[src/rtl/eth_cmd_pkg.sv]
// Shared constants, types and CRC helper for the Ethernet command receiver.
package eth_cmd_pkg;

   localparam logic [31:0] CRC_POLY    = 32'hEDB8_8320;
   localparam logic [31:0] CRC_INIT    = 32'hFFFF_FFFF;
   localparam logic [31:0] CRC_RESIDUE = 32'hDEBB_20E3;

   localparam logic [7:0] PRE_BYTE   = 8'h55;
   localparam logic [7:0] SFD_BYTE   = 8'hD5;
   localparam logic [7:0] BCAST_BYTE = 8'hFF;

   localparam int CMD_W = 33;

   localparam logic [2:0] ST_IDLE  = 3'd0;
   localparam logic [2:0] ST_PRE   = 3'd1;
   localparam logic [2:0] ST_HDR   = 3'd2;
   localparam logic [2:0] ST_COUNT = 3'd3;
   localparam logic [2:0] ST_CMD   = 3'd4;
   localparam logic [2:0] ST_PAD   = 3'd5;
   localparam logic [2:0] ST_DROP  = 3'd6;

   localparam logic [3:0] OFS_DST_FIRST = 4'd0;
   localparam logic [3:0] OFS_DST_LAST  = 4'd5;
   localparam logic [3:0] OFS_TYPE_HI   = 4'd12;
   localparam logic [3:0] OFS_TYPE_LO   = 4'd13;
   localparam logic [3:0] OFS_COUNT     = 4'd14;

   typedef struct packed {
      logic [15:0] rsvd;
      logic        addr;
      logic [15:0] data;
   } cmd_t;

   // Reflected CRC-32, one byte, no final inversion.
   function automatic logic [31:0] crc32_byte(
      input logic [31:0] crc,
      input logic [7:0]  b
   );
      logic [31:0] c;
      c = crc ^ {24'h0, b};
      for (int i = 0; i < 8; i++) begin
         c = c[0] ? ((c >> 1) ^ CRC_POLY) : (c >> 1);
      end
      return c;
   endfunction

endpackage

[src/rtl/eth_cmd_rx_if.sv]
// Command handshake toward the SPI sensor-configuration engine.
interface eth_cmd_rx_if;
   logic [eth_cmd_pkg::CMD_W-1:0] o_cmd_data;
   logic                          o_cmd_vld;
   logic                          i_cmd_rdy;

   modport master (
      output o_cmd_data,
      output o_cmd_vld,
      input  i_cmd_rdy
   );

   modport slave (
      input  o_cmd_data,
      input  o_cmd_vld,
      output i_cmd_rdy
   );
endinterface

[src/rtl/eth_cmd_rx_fifo.sv]
// Command FIFO with tentative writes that only become readable on commit.
module cmd_commit_fifo
   import eth_cmd_pkg::*;
#(
   parameter int DEPTH = 16
) (
   input  logic pll_clk_rx,
   input  logic rst_n,
   input  logic wr_en_i,
   input  cmd_t wr_data_i,
   input  logic commit_i,
   input  logic rollback_i,
   input  logic rd_rdy_i,
   output cmd_t rd_data_o,
   output logic rd_vld_o,
   output logic full_o,
   output logic ovf_o
);

   localparam int AW = $clog2(DEPTH);
   localparam int PW = AW + 1;

   cmd_t          mem_q [DEPTH];
   logic [PW-1:0] wr_q, wr_d;
   logic [PW-1:0] cm_q, cm_d;
   logic [PW-1:0] rd_q, rd_d;
   logic          ovf_q, ovf_d;
   logic          vld_q, vld_d;
   cmd_t          data_q, data_d;
   logic          rd_en;
   logic          wr_ok;

   assign rd_en  = vld_q & rd_rdy_i;
   // A read in the same cycle frees the slot a full write would need.
   assign full_o = ((wr_q - rd_q) == PW'(DEPTH)) & ~rd_en;
   assign wr_ok  = wr_en_i & ~full_o;

   always_comb begin
      rd_d  = rd_q + PW'(rd_en);
      wr_d  = wr_q;
      cm_d  = cm_q;
      ovf_d = ovf_q;
      if (wr_ok)            wr_d  = wr_q + PW'(1);
      if (wr_en_i & full_o) ovf_d = 1'b1;
      if (commit_i) begin
         cm_d  = wr_q;
         ovf_d = 1'b0;
      end
      if (rollback_i) begin
         wr_d  = cm_q;
         ovf_d = 1'b0;
      end
      vld_d  = (rd_d != cm_d);
      data_d = vld_d ? mem_q[rd_d[AW-1:0]] : '0;
   end

   always_ff @(posedge pll_clk_rx) begin
      if (wr_ok) mem_q[wr_q[AW-1:0]] <= wr_data_i;
   end

   always_ff @(posedge pll_clk_rx or negedge rst_n) begin
      if (!rst_n) begin
         wr_q   <= '0;
         cm_q   <= '0;
         rd_q   <= '0;
         ovf_q  <= 1'b0;
         vld_q  <= 1'b0;
         data_q <= '0;
      end else begin
         wr_q   <= wr_d;
         cm_q   <= cm_d;
         rd_q   <= rd_d;
         ovf_q  <= ovf_d;
         vld_q  <= vld_d;
         data_q <= data_d;
      end
   end

   assign rd_data_o = data_q;
   assign rd_vld_o  = vld_q;
   assign ovf_o     = ovf_q;

endmodule

[src/rtl/eth_cmd_rx.sv]
// Ethernet control-frame parser: header filter, FCS check and command queue.
module eth_cmd_rx
   import eth_cmd_pkg::*;
#(
   parameter logic [47:0] MAC_ADDR   = 48'h02_00_00_00_00_01,
   parameter logic [15:0] ETHERTYPE  = 16'h88B5,
   parameter int          FIFO_DEPTH = 16
) (
   input  logic        pll_clk_rx,
   input  logic        rst_n,
   input  logic [7:0]  rx_in_data,
   input  logic        rx_dv,
   eth_cmd_rx_if.master cmd,
   output logic [15:0] o_frm_ok,
   output logic [15:0] o_frm_bad
);

   logic [2:0]  state_q, state_d;
   logic [3:0]  idx_q, idx_d;
   logic [7:0]  n_q, n_d;
   logic [7:0]  cnt_q, cnt_d;
   logic        mac_q, mac_d;
   logic        bc_q, bc_d;
   logic        flag_q, flag_d;
   logic [7:0]  hi_q, hi_d;
   logic [31:0] crc_q, crc_d;
   logic [15:0] ok_q, bad_q;

   logic [31:0] crc_nx;
   logic [7:0]  mac_b;
   logic        wr_req, commit, rollback;
   logic        ok_inc, bad_inc;
   logic        full, ovf;
   cmd_t        wr_data;
   cmd_t        rd_data;

   assign crc_nx  = crc32_byte(crc_q, rx_in_data);
   assign mac_b   = 8'(MAC_ADDR >> (6'd40 - {idx_q[2:0], 3'b000}));
   assign wr_data = '{rsvd: 16'h0, addr: flag_q, data: {hi_q, rx_in_data}};

   always_comb begin
      state_d  = state_q;
      idx_d    = idx_q;
      n_d      = n_q;
      cnt_d    = cnt_q;
      mac_d    = mac_q;
      bc_d     = bc_q;
      flag_d   = flag_q;
      hi_d     = hi_q;
      crc_d    = crc_q;
      wr_req   = 1'b0;
      commit   = 1'b0;
      rollback = 1'b0;
      ok_inc   = 1'b0;
      bad_inc  = 1'b0;
      if (!rx_dv) begin
         state_d = ST_IDLE;
         if (state_q != ST_IDLE) begin
            if (state_q == ST_PAD && crc_q == CRC_RESIDUE && !ovf) begin
               commit = 1'b1;
               ok_inc = 1'b1;
            end else begin
               rollback = 1'b1;
               bad_inc  = ovf | (state_q == ST_PAD);
            end
         end
      end else begin
         unique case (state_q)
            ST_IDLE: begin
               if (rx_in_data == PRE_BYTE) state_d = ST_PRE;
            end
            ST_PRE: begin
               if (rx_in_data == SFD_BYTE) begin
                  state_d = ST_HDR;
                  crc_d   = CRC_INIT;
                  idx_d   = OFS_DST_FIRST;
                  mac_d   = 1'b1;
                  bc_d    = 1'b1;
               end else if (rx_in_data != PRE_BYTE) begin
                  state_d = ST_DROP;
               end
            end
            ST_HDR: begin
               crc_d = crc_nx;
               idx_d = idx_q + 4'd1;
               if (idx_q <= OFS_DST_LAST) begin
                  mac_d = mac_q & (rx_in_data == mac_b);
                  bc_d  = bc_q & (rx_in_data == BCAST_BYTE);
                  if (!mac_d && !bc_d) state_d = ST_DROP;
               end else if (idx_q == OFS_TYPE_HI) begin
                  if (rx_in_data != ETHERTYPE[15:8]) state_d = ST_DROP;
               end else if (idx_q == OFS_TYPE_LO) begin
                  state_d = (rx_in_data == ETHERTYPE[7:0]) ? ST_COUNT : ST_DROP;
               end
            end
            ST_COUNT: begin
               crc_d   = crc_nx;
               n_d     = rx_in_data;
               cnt_d   = 8'd0;
               idx_d   = 4'd0;
               state_d = (rx_in_data == 8'd0) ? ST_PAD : ST_CMD;
            end
            ST_CMD: begin
               crc_d = crc_nx;
               idx_d = (idx_q == 4'd2) ? 4'd0 : idx_q + 4'd1;
               if (idx_q == 4'd0) flag_d = rx_in_data[0];
               if (idx_q == 4'd1) hi_d = rx_in_data;
               if (idx_q == 4'd2) begin
                  wr_req = 1'b1;
                  cnt_d  = cnt_q + 8'd1;
                  if (full)                     state_d = ST_DROP;
                  else if (cnt_q + 8'd1 == n_q) state_d = ST_PAD;
               end
            end
            ST_PAD: crc_d = crc_nx;
            default: ;
         endcase
      end
   end

   always_ff @(posedge pll_clk_rx or negedge rst_n) begin
      if (!rst_n) begin
         state_q <= ST_IDLE;
         idx_q   <= '0;
         n_q     <= '0;
         cnt_q   <= '0;
         mac_q   <= 1'b0;
         bc_q    <= 1'b0;
         flag_q  <= 1'b0;
         hi_q    <= '0;
         crc_q   <= CRC_INIT;
         ok_q    <= '0;
         bad_q   <= '0;
      end else begin
         state_q <= state_d;
         idx_q   <= idx_d;
         n_q     <= n_d;
         cnt_q   <= cnt_d;
         mac_q   <= mac_d;
         bc_q    <= bc_d;
         flag_q  <= flag_d;
         hi_q    <= hi_d;
         crc_q   <= crc_d;
         if (ok_inc && ok_q != 16'hFFFF)   ok_q  <= ok_q + 16'd1;
         if (bad_inc && bad_q != 16'hFFFF) bad_q <= bad_q + 16'd1;
      end
   end

   cmd_commit_fifo #(
      .DEPTH (FIFO_DEPTH)
   ) u_fifo (
      .pll_clk_rx (pll_clk_rx),
      .rst_n      (rst_n),
      .wr_en_i    (wr_req),
      .wr_data_i  (wr_data),
      .commit_i   (commit),
      .rollback_i (rollback),
      .rd_rdy_i   (cmd.i_cmd_rdy),
      .rd_data_o  (rd_data),
      .rd_vld_o   (cmd.o_cmd_vld),
      .full_o     (full),
      .ovf_o      (ovf)
   );

   assign cmd.o_cmd_data = rd_data;
   assign o_frm_ok       = ok_q;
   assign o_frm_bad      = bad_q;

endmodule

[src/flat_wrapper.sv]
// flat-port wrapper written by rule: the top's interface ports become plain ports
module eth_cmd_rx_flat import eth_cmd_pkg::*;
#(
   parameter logic [47:0] MAC_ADDR   = 48'h02_00_00_00_00_01,
   parameter logic [15:0] ETHERTYPE  = 16'h88B5,
   parameter int          FIFO_DEPTH = 16
)
  (pll_clk_rx, rst_n, rx_in_data, rx_dv, o_frm_ok, o_frm_bad, cmd_o_cmd_data, cmd_o_cmd_vld, cmd_i_cmd_rdy);
  eth_cmd_rx_if cmd_i ();
  input  logic pll_clk_rx;
  input  logic rst_n;
  input  logic [7:0] rx_in_data;
  input  logic rx_dv;
  output logic [15:0] o_frm_ok;
  output logic [15:0] o_frm_bad;
  output wire logic [$bits(cmd_i.o_cmd_data)-1:0] cmd_o_cmd_data;
  output wire logic [$bits(cmd_i.o_cmd_vld)-1:0] cmd_o_cmd_vld;
  input wire logic [$bits(cmd_i.i_cmd_rdy)-1:0] cmd_i_cmd_rdy;
  assign cmd_o_cmd_data = cmd_i.o_cmd_data;
  assign cmd_o_cmd_vld = cmd_i.o_cmd_vld;
  assign cmd_i.i_cmd_rdy = cmd_i_cmd_rdy;
  eth_cmd_rx #(.MAC_ADDR(MAC_ADDR), .ETHERTYPE(ETHERTYPE), .FIFO_DEPTH(FIFO_DEPTH)) u_core (.pll_clk_rx(pll_clk_rx), .rst_n(rst_n), .rx_in_data(rx_in_data), .rx_dv(rx_dv), .cmd(cmd_i), .o_frm_ok(o_frm_ok), .o_frm_bad(o_frm_bad));
endmodule
[config.mk]
export PLATFORM = sky130hd
export DESIGN_NAME = eth_cmd_rx_flat
export DESIGN_NICKNAME = d
export VERILOG_FILES = /design/src/rtl/eth_cmd_pkg.sv /design/src/rtl/eth_cmd_rx_if.sv /design/src/rtl/eth_cmd_rx_fifo.sv /design/src/rtl/eth_cmd_rx.sv /design/src/flat_wrapper.sv
export SDC_FILE = /design/constraint.sdc
export NUM_CORES = 1
export LEC_CHECK = 0
export CAP_MARGIN = 10
export CELL_PAD_IN_SITES_DETAIL_PLACEMENT = 0
export CELL_PAD_IN_SITES_GLOBAL_PLACEMENT = 2
export CORE_ASPECT_RATIO = 0.75
export CORE_MARGIN = 3
export CORE_UTILIZATION = 55
export DETAILED_ROUTE_END_ITERATION = 10
export DONT_BUFFER_PORTS = 1
export PLACE_DENSITY_LB_ADDON = 0.1
export SYNTH_ARGS = -nofsm -noshare
export SYNTH_HDL_FRONTEND = slang
export SYNTH_HIERARCHICAL = 1
export SYNTH_SLANG_ARGS = --single-unit
[constraint.sdc]
create_clock -name pll_clk_rx -period 12.1 [get_ports pll_clk_rx]
set_input_delay 2.42 -clock pll_clk_rx [delete_from_list [all_inputs] [get_ports pll_clk_rx]]
set_output_delay 2.42 -clock pll_clk_rx [all_outputs]
set_load 0.02 [all_outputs]
# Word-level counts from Yosys, hierarchy flattened
# Memories as Yosys holds them, arrays and structs flattened.
# Index checks and enable logic that the tools add are counted.
# word_totals
memories	1
reg_bits	148
out_inout_bits	66
inputBits	12
elab_cells	164
mem_bits_rw	272
# op_classes
n_eq_ne	33
n_bitwise	18
reduce_logical	27
n_addsub	8
n_mux	56
order_cmp	1
shifts	1
# memory_table
memory	words	word_bits	rd	rd_clocked_by_memory_dff	wr	line	rtl
u_core.u_fifo.mem_q	16	17	1	0	1	eth_cmd_rx_fifo.sv:23	cmd_t mem_q [DEPTH];
# op_table
operator	count
$mux W32	9
$not A13 Y14	8
$pmux W32 S2	1
$shr A42 B6 Y8 const A	1
$mux W3	13
$mux W33	1
$add A16 B1 Y16 const B	2
$eq A32 B32 Y1 const B	1
$ne A16 B16 Y1 const B	2
$xor A32 B8 Y32	1
$eq A8 B8 Y1 const B	3
$mux W1	21
$eq A8 B8 Y1	2
$pmux W4 S4	1
$pmux W8 S2	1
$mux W5	3
$pmux W3 S5	1
$reduce_and A3 Y1	5
$add A8 B1 Y8 const B	1
$eq A4 B4 Y1 const B	2
$eq A8 B7 Y1 const B	1
$logic_not A8 Y1	1
$mux W4	2
$mux W8	1
38 further kinds	60

# Depth between registers and ports, before layout
# depth
depth_word	18
ltp_mapped	12
ltp_nobuf	9

# Hierarchy
# The synthesis kept the hierarchy.
# modules_own_cells
module	area_per_inst_um2	seq_area_each_um2	instances	cells_each
cmd_commit_fifo	22006.1	17106.4	1	914
eth_cmd_rx	5655.4	2492.4	1	535

# Least setup slack after synthesis
# No wires, ideal clock.
# synth_timing
kind	input to register
startpoint	input rx_dv
endpoint	memory u_core/u_fifo/mem_q[3][0] in the netlist's numbering (enable)
cell_stages	5
t_required_ps	11594
setup_ps	506
arrival_time_ps	6372
path_slack_ps	5222
path_buffers	1
cell_sequence	clkbuf_1 -> nand4_1 -> inv_1 -> o41ai_4 -> nor4_1
# synth_via
elab_chain_cells	4
# synth_rtl
element	line	rtl
start: declaration	flat_wrapper.sv:13	input logic rx_dv;
$mux W1	eth_cmd_rx.sv:56	if (!rx_dv) begin
named net u_core.wr_req	eth_cmd_rx.sv:31	logic wr_req, commit, rollback;
$and A1 B1 Y1	eth_cmd_rx_fifo.sv:36	assign wr_ok = wr_en_i & ~full_o;
$mux W1	eth_cmd_rx_fifo.sv:58	if (wr_ok) mem_q[wr_q[AW-1:0]] <= wr_data_i;
$mux W1 (not written as such)	eth_cmd_rx_fifo.sv:58	
end: declaration	eth_cmd_rx_fifo.sv:23	
# The timed path passes the listed nets, and every way through them passes these cells.

==> metrics <==
DRC=0; Worst EP required=12.54 ns; Worst setup EP type=flip-flop; H-tree depth=3; Fmax=189.9 MHz; Synth area leaders=edfxtp_1, mux4_2, dfrtp_1; Post-Syn Instances=1,449; fraction of layout cells with a size suffix above 1=22.17%; port buffer count=0; post-CTS sizing=0; first-pass GRT wire length=90,640 um; critical path capture point=u_core/u_fifo/rd_data_o[11]; sequential area share after synthesis=70.85%; CTS tree=yes; leading area contributor after synthesis=edfxtp_1; clk buf depth=3; worst min path class=reg -> reg; Die Y=200.2 um; Yosys top cell area share=57.32%; synth cell count leaders=edfxtp_1, mux4_2, dfrtp_1, xnor2_1, nor2_1; syn avg cell area=19.09 um2; Worst-Skew Late Latency=0.59 ns; number of synthesized flops with an enable pin=528; final antenna-violating net count=0; Max FO, Critical Path=74; final wirelength=59,080 um; via/cell ratio=5.642; Max VDD drop=0.2858 mV; Worst setup startpoint=cmd_i_cmd_rdy; count leader, synth=edfxtp_1; relative slew slack=30.41%; reg-to-reg setup timing slack=7.89 ns; max_cap viols=0; num ports=78; Clk Tree Root Cell=clkbuf_16; Core Area=49,220 um2; dpl hpwl=31,040 um; reg2reg start=u_core/state_q[2]; async set-reset flop share out of synthesis=21.89%; Syn-to-layout area delta=13.91%; grt total ovfl=0; drt first-iter violations=1,086; Setup violations, final=0; Syn Std Cell Area=27,660 um2; Initial DRT Pass Iterations=5; drt wl/cell=24.36 um; Synth Warn #=6; worst path arrival time=5.71 ns; Pleak=11.17 nW; initial antenna violation count=3; Row Count=70; Pwr Total=7.459 mW; Slew @ Worst Pin=1.044 ns; setup_tns=0 ns; Yosys cell types=71; gr usage total=23.15%; Worst Setup Path Type=in -> reg; via count=13,680; Slew Viols, Final=0; vias in the first global route=14,200; final-report hold violation count=0; main flop type after synthesis=edfxtp_1; worst reg2reg path depth=7; Seq cells post-synth=676; Initial Util=56.20%; min Tclk post-route=5.266 ns; status=complete, no violations; cts bufs inserted=66; CP Launch Type=input pin; RSZ-0062 raised after global routing=false; Die ar.=53,050 um2; R2R Path End=u_core/u_fifo/mem_q[11][18]; Placer Congestion=0.7630; Setup Buffers After CTS=0; hold_buf cts=0; clk sinks=676; Ant. Diodes=0; Worst Hold Launch=u_core/u_fifo/cm_q[0]; Final #Nets=1,763; pin count of the biggest net entering global routing=149; final worst clock skew=0.01217 ns; period utilization=43.52%; P per Cell Area=236.7 nW/um2; die width=265.0 um; Clock transition at path regs=0.06 ns
## critical path, stage by stage
cell and delay (ns):
nand2_1 0.08, inv_1 0.08, ha_4 0.17, ha_4 0.88, buf_4 0.94, mux4_2 0.44
mux4_2 0.47, nor2b_1 0.14
## stage by stage
step	setup slack, ns	instances	hold WS, ns	area [um2]	util [%]
floorplan	5.222	1704	0.4500	28620	-
global placement	6.261	2312	0.4642	29340	59.62
detailed placement	6.224	2312	0.4837	29340	59.62
CTS	6.856	2425	0.4870	31510	64.01
global route	6.575	2425	0.5031	31510	64.01
finish	6.834	2425	0.4862	31510	64.01
## metal layers
metal	part of all wire, %	track usage (%)	vias to the layer above
met5	0	0	-
met4	1.8	4.959	0
met3	7.0	4.961	78
met2	46	35.07	393
met1	45	35.27	7170
li1	-	-	6041
## layout make-up
cell class | count | area (um2)
clock buffer | 92 | 1842
fill | 3487 | 17710
clock inverter | 21 | 322.8
timing repair buffer | 25 | 187.7
tap | 648 | 810.8
inverter | 22 | 82.58
multi-input combinational | 941 | 8665
sequential | 676 | 19600
## power by group
group / internal [mW] / switching, mW / total (mW)
Combinational: 1.29 / 1.15 / 2.44
Clock: 1.23 / 0.838 / 2.07
Sequential: 2.71 / 0.237 / 2.95
Total: 5.24 / 2.22 / 7.46
## logic make-up after synthesis
family                   after synthesis  share of synthesized area (%)
AND/OR/NAND/NOR                      257                          5.392
AO/OA/AOI/OAI                         91                          2.226
buffers and inverters                 87                          1.588
other                                  1                        0.01356
flip-flops                           676                          70.85
multiplexers                         193                          14.58
XOR/XNOR                             125                          4.487
adder cells (fa/ha/maj)               19                         0.8594
## layout by cell type, fill, tap and decap left out, types with 4 or more instances in the layout
cell / instances
xnor2_1: 78
dfrtp_1: 116
nand4_1: 19
nand3_1: 25
nor2b_2: 9
clkinv_1: 4
edfxtp_1: 528
clkbuf_1: 19
clkinv_2: 4
ha_1: 17
o31ai_1: 4
mux4_2: 165
nand2_1: 40
or2_2: 4
bufinv_16: 8
nor4_2: 4
nor3_1: 11
and3_1: 15
mux2i_1: 4
mux2_2: 22
a31oi_1: 7
conb_1: 256
xnor2_2: 8
clkbuf_8: 5
buf_4: 25
nor2_1: 42
o21ai_0: 22
and4_1: 8
clkbuf_16: 68
nor2b_1: 28
dfstp_2: 32
inv_1: 21
a21oi_1: 24
and2_2: 10
xor2_1: 32
nand2b_1: 7
nor3b_1: 4
o22a_1: 15
## registers in the layout (all words and copies together), names as in the netlist, 3 cells and up
name / cells
u_core/u_fifo/rd_data_o: 33
u_core/cnt_q: 8
u_core/u_fifo/rd_q: 5
u_core/crc_q: 32
u_core/state_q: 3
u_core/u_fifo/cm_q: 5
u_core/u_fifo/wr_q: 5
u_core/n_q: 8
u_core/o_frm_ok: 16
u_core/idx_q: 4
u_core/u_fifo/mem_q: 528
u_core/hi_q: 8
u_core/o_frm_bad: 16
## how the worst min path moves through the flow
stage                            endpoint  cells past startpoint  slack [ns]
floorplan           u_core/u_fifo/wr_q[0]                      2        0.45
global placement    u_core/u_fifo/wr_q[0]                      2        0.46
detailed placement  u_core/u_fifo/wr_q[0]                      2        0.48
CTS                 u_core/u_fifo/wr_q[0]                      2        0.49
global route        u_core/u_fifo/wr_q[0]                      2        0.50
finish              u_core/u_fifo/wr_q[0]                      2        0.49
Note: power is estimated with default switching activity, not from simulation.
